[src/rtl/video_input_arbiter.sv]
// Round-robin burst arbiter merging NUM_REQ Avalon-MM write-only producers onto one video_input port.
// Define VIDEO_ARB_STATS_EN to add saturating word/grant statistics counters with a synchronous clear.
module video_input_arbiter #(
  parameter int NUM_REQ   = 10,
  parameter int DATA_W    = 32,
  parameter int MAX_BURST = 64
) (
  input  logic                      clk_clk,
  input  logic                      reset_reset_n,
  input  logic [NUM_REQ*DATA_W-1:0] req_writedata,
  input  logic [NUM_REQ-1:0]        req_write,
  output logic [NUM_REQ-1:0]        req_waitrequest,
  output logic [DATA_W-1:0]         out_writedata,
  output logic                      out_write,
  input  logic                      out_waitrequest,
  output logic [NUM_REQ-1:0]        grant,
  output logic                      busy
`ifdef VIDEO_ARB_STATS_EN
  ,
  input  logic                      stat_clr,
  output logic [31:0]               stat_words,
  output logic [31:0]               stat_grants
`endif
);

  localparam int PTR_W = $clog2(NUM_REQ);
  localparam int CNT_W = $clog2(MAX_BURST + 1);

  typedef enum logic {IDLE, GRANT} state_t;

  state_t               state_q, state_d;
  logic [NUM_REQ-1:0]   grant_q, grant_d;
  logic [PTR_W-1:0]     owner_q, owner_d;
  logic [PTR_W-1:0]     rr_ptr_q, rr_ptr_d;
  logic [CNT_W-1:0]     cnt_q, cnt_d;
  logic [2*NUM_REQ-1:0] rot;
  logic [PTR_W:0]       pick_sum;
  logic [PTR_W-1:0]     pick;
  logic                 pick_vld;
  logic                 xfer;

  // Rotate requests so bit 0 is rr_ptr; scanning downward leaves the lowest rotated hit.
  always_comb begin
    rot      = {req_write, req_write} >> rr_ptr_q;
    pick_sum = '0;
    pick_vld = 1'b0;
    for (int k = NUM_REQ - 1; k >= 0; k--) begin
      if (rot[k]) begin
        pick_sum = {1'b0, rr_ptr_q} + (PTR_W + 1)'(k);
        pick_vld = 1'b1;
      end
    end
    pick = (pick_sum >= (PTR_W + 1)'(NUM_REQ)) ? PTR_W'(pick_sum - (PTR_W + 1)'(NUM_REQ))
                                                : PTR_W'(pick_sum);
  end

  always_comb begin
    out_write       = 1'b0;
    out_writedata   = '0;
    req_waitrequest = '1;
    if (state_q == GRANT) begin
      out_write                = req_write[owner_q];
      out_writedata            = req_writedata[owner_q*DATA_W +: DATA_W];
      req_waitrequest[owner_q] = out_waitrequest;
    end
  end

  assign xfer  = out_write & ~out_waitrequest;
  assign grant = grant_q;
  assign busy  = (state_q == GRANT);

  always_comb begin
    state_d  = state_q;
    grant_d  = grant_q;
    owner_d  = owner_q;
    rr_ptr_d = rr_ptr_q;
    cnt_d    = cnt_q;
    case (state_q)
      IDLE: begin
        if (pick_vld) begin
          state_d = GRANT;
          owner_d = pick;
          grant_d = NUM_REQ'(1) << pick;
          cnt_d   = '0;
        end
      end
      GRANT: begin
        if (!req_write[owner_q] || (xfer && cnt_q == CNT_W'(MAX_BURST - 1))) begin
          state_d  = IDLE;
          grant_d  = '0;
          rr_ptr_d = (owner_q == PTR_W'(NUM_REQ - 1)) ? '0 : owner_q + 1'b1;
        end else if (xfer) begin
          cnt_d = cnt_q + 1'b1;
        end
      end
      default: state_d = IDLE;
    endcase
  end

  always_ff @(posedge clk_clk or negedge reset_reset_n) begin
    if (!reset_reset_n) begin
      state_q  <= IDLE;
      grant_q  <= '0;
      owner_q  <= '0;
      rr_ptr_q <= '0;
      cnt_q    <= '0;
    end else begin
      state_q  <= state_d;
      grant_q  <= grant_d;
      owner_q  <= owner_d;
      rr_ptr_q <= rr_ptr_d;
      cnt_q    <= cnt_d;
    end
  end

`ifdef VIDEO_ARB_STATS_EN
  logic [31:0] words_q, grants_q;

  always_ff @(posedge clk_clk or negedge reset_reset_n) begin
    if (!reset_reset_n) begin
      words_q  <= '0;
      grants_q <= '0;
    end else if (stat_clr) begin
      words_q  <= '0;
      grants_q <= '0;
    end else begin
      if (xfer && words_q != '1) words_q <= words_q + 1'b1;
      if (state_q == IDLE && pick_vld && grants_q != '1) grants_q <= grants_q + 1'b1;
    end
  end

  assign stat_words  = words_q;
  assign stat_grants = grants_q;
`endif

endmodule
[config.mk]
export PLATFORM = sky130hd
export DESIGN_NAME = video_input_arbiter
export DESIGN_NICKNAME = d
export VERILOG_FILES = /design/src/rtl/video_input_arbiter.sv
export SDC_FILE = /design/constraint.sdc
export NUM_CORES = 1
export LEC_CHECK = 0
export CAP_MARGIN = 20
export CELL_PAD_IN_SITES_DETAIL_PLACEMENT = 0
export CELL_PAD_IN_SITES_GLOBAL_PLACEMENT = 1
export CORE_UTILIZATION = 27
export CTS_CLUSTER_DIAMETER = 120
export DETAILED_ROUTE_END_ITERATION = 10
export PLACE_DENSITY = 0.82
export SETUP_SLACK_MARGIN = 0.5
export SYNTH_ARGS = -nofsm -noshare
export SYNTH_HDL_FRONTEND = slang
export SYNTH_SLANG_ARGS = --single-unit
[constraint.sdc]
create_clock -name clk_clk -period 5.16 [get_ports clk_clk]
set_clock_uncertainty 0.05 [all_clocks]
set_input_delay 1.548 -clock clk_clk [delete_from_list [all_inputs] [get_ports clk_clk]]
set_output_delay 1.548 -clock clk_clk [all_outputs]
set_load 0.02 [all_outputs]
After elaboration in Yosys (flattened, before gate mapping)
Index checks and enable logic that the tools add are counted.
{ "classes": {"n_addsub": 12, "mul": 0, "div": 0, "magnitude_cmp": 3, "n_eq_ne": 6, "shift": 3, "n_mux": 39, "bitwise": 5, "n_reduce_logical": 8} }
{ "op_table": {"columns": ["operator", "n"], "rows": [
  ["320-bit by 10-bit indexed part select with 32-bit output", 1],
  ["5-bit 2-to-1 mux", 10],
  ["32-bit 2-to-1 mux", 1],
  ["10-bit 2-to-1 mux", 3],
  ["7-bit 2-to-1 mux", 3],
  ["4-bit by 3-bit adder with 5-bit output, second input constant", 4],
  ["10-bit case mux with 2 select lines", 1],
  ["20-bit by 4-bit >> shifter with 10-bit output", 1],
  ["1-bit 2-to-1 mux", 15],
  ["7-bit case mux with 2 select lines", 1],
  ["4-bit by 2-bit adder with 5-bit output, second input constant", 2],
  ["4-bit by 4-bit adder with 5-bit output, second input constant", 2],
  ["10-bit NOT", 1],
  ["10-bit bitwise OR", 1],
  ["1-bit by 4-bit << shifter with 10-bit output, first input constant", 1],
  ["4-bit 2-to-1 mux", 2],
  ["7-bit by 1-bit adder with 7-bit output, second input constant", 1],
  ["7-bit by 6-bit equality test with 1-bit output, second input constant", 1],
  ["2-bit AND reduction", 3],
  ["4-bit by 1-bit adder with 5-bit output, second input constant", 1],
  ["5-bit by 4-bit greater-or-equal comparator with 1-bit output, second input constant", 1],
  ["4-bit by 5-bit < comparator with 1-bit output, second input constant", 1],
  ["4-bit by 1-bit adder with 4-bit output, second input constant", 1],
  ["1-bit binary-select mux with 4-bit select", 1],
  ["other kinds (13)", 17]
]} }
{ "word_totals": {"register_bits": 26, "latch_bits": 0, "ramBits": 0, "mem_bits_ro": 0, "inputBits": 333, "output_inout_bits": 54, "wordCells": 81, "memories": 0} }

Longest topological paths before layout
{ "logic_depth": {"depth_word": 16, "mapped_depth": 17, "mapped_depth_nobuf": 14} }

Least setup slack after synthesis
No wires, ideal clock.
{ "synth_path": {"path_type": "input port to flip-flop", "start": "in req_write[7]", "end": "reg grant_q[9] (netlist: grant[9])", "setup_time_ps": 121, "arrival_ps": 4620, "required_time_ps": 4989, "path_slack_ps": 369, "stages": 12, "path_buffers": 1, "path_cell_list": "clkbuf_1 > mux2_4 > a222oi_1 > a21oi_1 > a211oi_1 > nand2_1 > or3_1 > nand2_1 > ha_1 > mux2_1 > o32a_4 > a32o_2"} }
{ "synth_via": {"elab_chain_cells": 16, "word_cells_on_any_way": 37, "cone_classes": "1 x add/sub; 1 x order compare; 2 x eq/ne; 2 x shift; 26 x mux; 1 x bitwise; 4 x reduce/logical"} }
{ "synth_lines": {"columns": ["element", "line_no", "source"], "rows": [
  ["start: declaration", "11", "input logic [NUM_REQ-1:0] req_write,"],
  ["20-bit by 4-bit >> shifter with 10-bit output", "44", "rot = {req_write, req_write} >> rr_ptr_q;"],
  ["5-bit 2-to-1 mux (10 in a row)", "48", "if (rot[k]) begin"],
  ["4-bit subtractor or 5-bit by 4-bit greater-or-equal comparator with 1-bit output (tied branches)", "53", "pick = (pick_sum >= (PTR_W + 1)'(NUM_REQ)) ? PTR_W'(pick_sum - (PTR_W + 1)'(NUM_REQ))"],
  ["4-bit 2-to-1 mux", "53", null],
  ["1-bit by 4-bit << shifter with 10-bit output", "83", "grant_d = NUM_REQ'(1) << pick;"],
  ["10-bit 2-to-1 mux", "80", "if (pick_vld) begin"],
  ["10-bit case mux with 2 select lines", "78", "case (state_q)"],
  ["end signal: assignment", "109", "grant_q <= grant_d;"],
  ["end: declaration", "32", "logic [NUM_REQ-1:0] grant_q, grant_d;"]
]} }
Several ways; a longest one is shown, not always the timed one. The select of a mux whose other input is x is not followed.
A chain may end at the register's enable or synchronous reset.

Worst setup path in the final report
{ "layout_path": {"start": "in req_writedata[101]", "end": "out out_writedata[5]"} }
{ "layout_via": {"elab_chain_cells": 2} }
{ "layout_lines": {"columns": ["element", "line_no", "source"], "rows": [
  ["start: declaration", "10", "input logic [NUM_REQ*DATA_W-1:0] req_writedata,"],
  ["320-bit by 10-bit indexed part select with 32-bit output", "63", "out_writedata = req_writedata[owner_q*DATA_W +: DATA_W];"],
  ["32-bit 2-to-1 mux", "61", "if (state_q == GRANT) begin"],
  ["end: declaration", "13", "output logic [DATA_W-1:0] out_writedata,"]
]} }
Every way passes these cells.

==> run metrics <==
status=completed; # rows=56; Crit path required time=3.56 ns; CP max FO=1; Placement Cell Area=0.0113 mm2; Filler cells=2191; Worst setup EP type=primary output; Wirelength per Cell=24.6 um; CP arrival=3.23 ns; Port Buf Inserts=386; Syn Inst Count=733; fmax=0.207 GHz; Worst-Skew Late Latency=0.26 ns; I/O pin cnt=387; RSZ-0062 raised after global routing=yes; Mapped Avg Cell Area=8.75 um2; # H-tree levels=1; most common cell after layout, fill and taps aside=clkdlybuf4s50_1; Area Growth Syn to Fin=91.2%; layout cells sized above 1=35.5%; final setup vio count=0; hold-critical path depth=2; clock buffer count from CTS=3; worst-case reg-to-reg path depth=16; post-route cell area=0.0123 mm2; drt via density=5.63; grt ovf=0; top-area cell type share of the netlist area=26.0%; Pins Over Slew Limit=0; Vias=8675; DRC=0; synthesized area=0.00641 mm2; Synth Net Count=1078; Setup crit start kind=input pin; largest net degree at the start of global routing=47; TritonCTS clock tree=yes; Final period util=93.6%; first-pass GRT wire length=54.9 mm; die area=0.0244 mm2; Syn. warnings=0; vias in the first global route=8575; Pwr Density=738 mW/mm2; Reg clk slew, reported paths=0.06 ns; final layout net count=1562; Core Area=0.0234 mm2; count of cell types in the netlist=101; DP HPWL=30.1 mm; clock tree buffer depth=2; Peak VDD IR=0.646 mV; post-route ant nets=0; initial antenna violation count=12; critical setup path kind=in -> out; Initial Utilization=27.4%; routed wire length=37.9 mm; Root Driver=clkbuf_16; fin crit period=4.83 ns; Die Wd=156 um; Die Y-Extent=156 um; clk sinks=26; Async S/R FF share, synth=100%; EDFF count, synth=0; most frequent cells in the layout=clkdlybuf4s50_1 (281), buf_4 (169), nand2_1 (103); Tot GR Track Use=30.0%; Main synth FF type=dfrtp_1; RePlAce Congestion=0.965; Synth area leaders=mux4_2 (26%), dfrtp_1 (10%), nand2_1 (6.6%), a221oi_1 (4.9%), a21oi_1 (4.1%); flops & latches, synth=26; Leak=5.06 nW; DRT iter0 DRCs=779; Least-Margin Pin Slew=0.805 ns; Yosys top cell by area=mux4_2; Rel. slew slack=45.0%; Seq/Total Area, Yosys=10.1%; max-cap violation count=0; setup TNS=0 ns; DRT Pass-1 Iters=5; Min-Delay Path Class=reg -> reg; endpoints failing hold=0
final cells by class:
class                      count  area (um2)  share of cell area (%)
sequential                    26         658                    5.37
tap                          319         399                    3.25
antenna                        5        12.5                   0.102
inverter                      13        51.3                   0.418
clock buffer                   3        75.1                   0.612
clock inverter                 1        30.0                   0.245
timing repair buffer         553        5100                    41.6
multi-input combinational    620        5940                    48.4
critical path, stage by stage:
cell,delay [ns]
clkdlybuf4s50_1,0.40
mux4_2,0.48
nand2_2,0.11
a21oi_2,0.06
a221oi_2,0.28
buf_4,0.17
nor2_2,0.03
buf_6,0.15
report_power, final:
group | total, mW | internal [mW] | switching (mW)
Combinational | 8.33 | 4.12 | 4.21
Clock | 0.225 | 0.154 | 0.0708
Sequential | 0.488 | 0.277 | 0.211
logic make-up (layout without fill, tap and decap cells):
logic type	Yosys count	in the layout	synth area share (%)
AO/OA/AOI/OAI	221	221	26.2
XOR/XNOR	8	8	1.21
adder cells (fa/ha/maj)	12	12	2.34
buffers and inverters	87	570	7.63
flip-flops	26	26	10.1
multiplexers	111	111	32.8
other	0	5	0
AND/OR/NAND/NOR	268	268	19.7
cell usage after synthesis, drive strengths merged (3+ instances only):
| cell | number |
|---|---|
| buf | 33 |
| a211o | 5 |
| a22oi | 3 |
| o21a | 6 |
| mux2i | 21 |
| and2 | 10 |
| mux4 | 76 |
| mux2 | 14 |
| and3b | 5 |
| o41ai | 4 |
| o31ai | 12 |
| nor4bb | 4 |
| or2 | 5 |
| o211ai | 4 |
| and2b | 3 |
| o21ai | 20 |
| o211a | 6 |
| and3 | 5 |
| nor3b | 3 |
| nor2 | 68 |
| dfrtp | 26 |
| clkbuf | 41 |
| ha | 12 |
| a21oi | 53 |
| nand2 | 113 |
| xor2 | 4 |
| xnor2 | 4 |
| o311ai | 6 |
| inv | 11 |
| a21o | 9 |
| nor2b | 8 |
| o2bb2ai | 3 |
| nor3 | 9 |
| o22ai | 9 |
| nand3 | 14 |
| nand2b | 6 |
| a221oi | 37 |
| or3 | 4 |
| a211oi | 6 |
flip-flops by register name, summed over array words and instances, names as in the netlist:
name	cells
busy	1
cnt_q	7
grant	10
owner_q	4
rr_ptr_q	4
timing repair:
action	in CTS	in global routing
hold buffers	0	0
buffers inserted	20	17
pin swaps	34	52
gates cloned	1	0
setup endpoints to repair	60	52
resized for setup	337	94
per-stage QoR:
stage	power [mW]	util, %	worst slack, ns	cells	hold slack, ns
after global placement	7.03	48.2	-0.387	1493	0.424
after detailed placement	7.03	48.2	-0.408	1493	0.426
after CTS	7.93	50.0	0.285	1518	0.441
final	9.05	52.4	0.328	1540	0.440
after floorplan	4.53	-	0.518	733	0.444
after global routing	9.59	52.4	0.282	1535	0.461
metal layers:
| metal | track usage [%] | vias to the layer above | part of all wire [%] |
|---|---|---|---|
| met5 | 0 | - | 0.20 |
| met4 | 4.34 | 12 | 1.9 |
| met3 | 7.61 | 62 | 9.6 |
| met2 | 49.4 | 418 | 48 |
| met1 | 40.2 | 4317 | 41 |
| li1 | - | 3866 | - |
final timing paths:
| check | to | slack, ns | from |
|---|---|---|---|
| worst max-delay path | out_writedata[5] | 0.33 | req_writedata[101] |
| worst min-delay path | grant[2] | 0.44 | grant[2] |
| worst max register to register | grant[8] | 0.64 | rr_ptr_q[1] |
| worst min register to register | grant[2] | 0.44 | grant[2] |
| max in group asynchronous | owner_q[1] | 2.94 | reset_reset_n |
| min in group asynchronous | grant[5] | 1.51 | reset_reset_n |
Note: power is estimated with default switching activity, not from simulation.
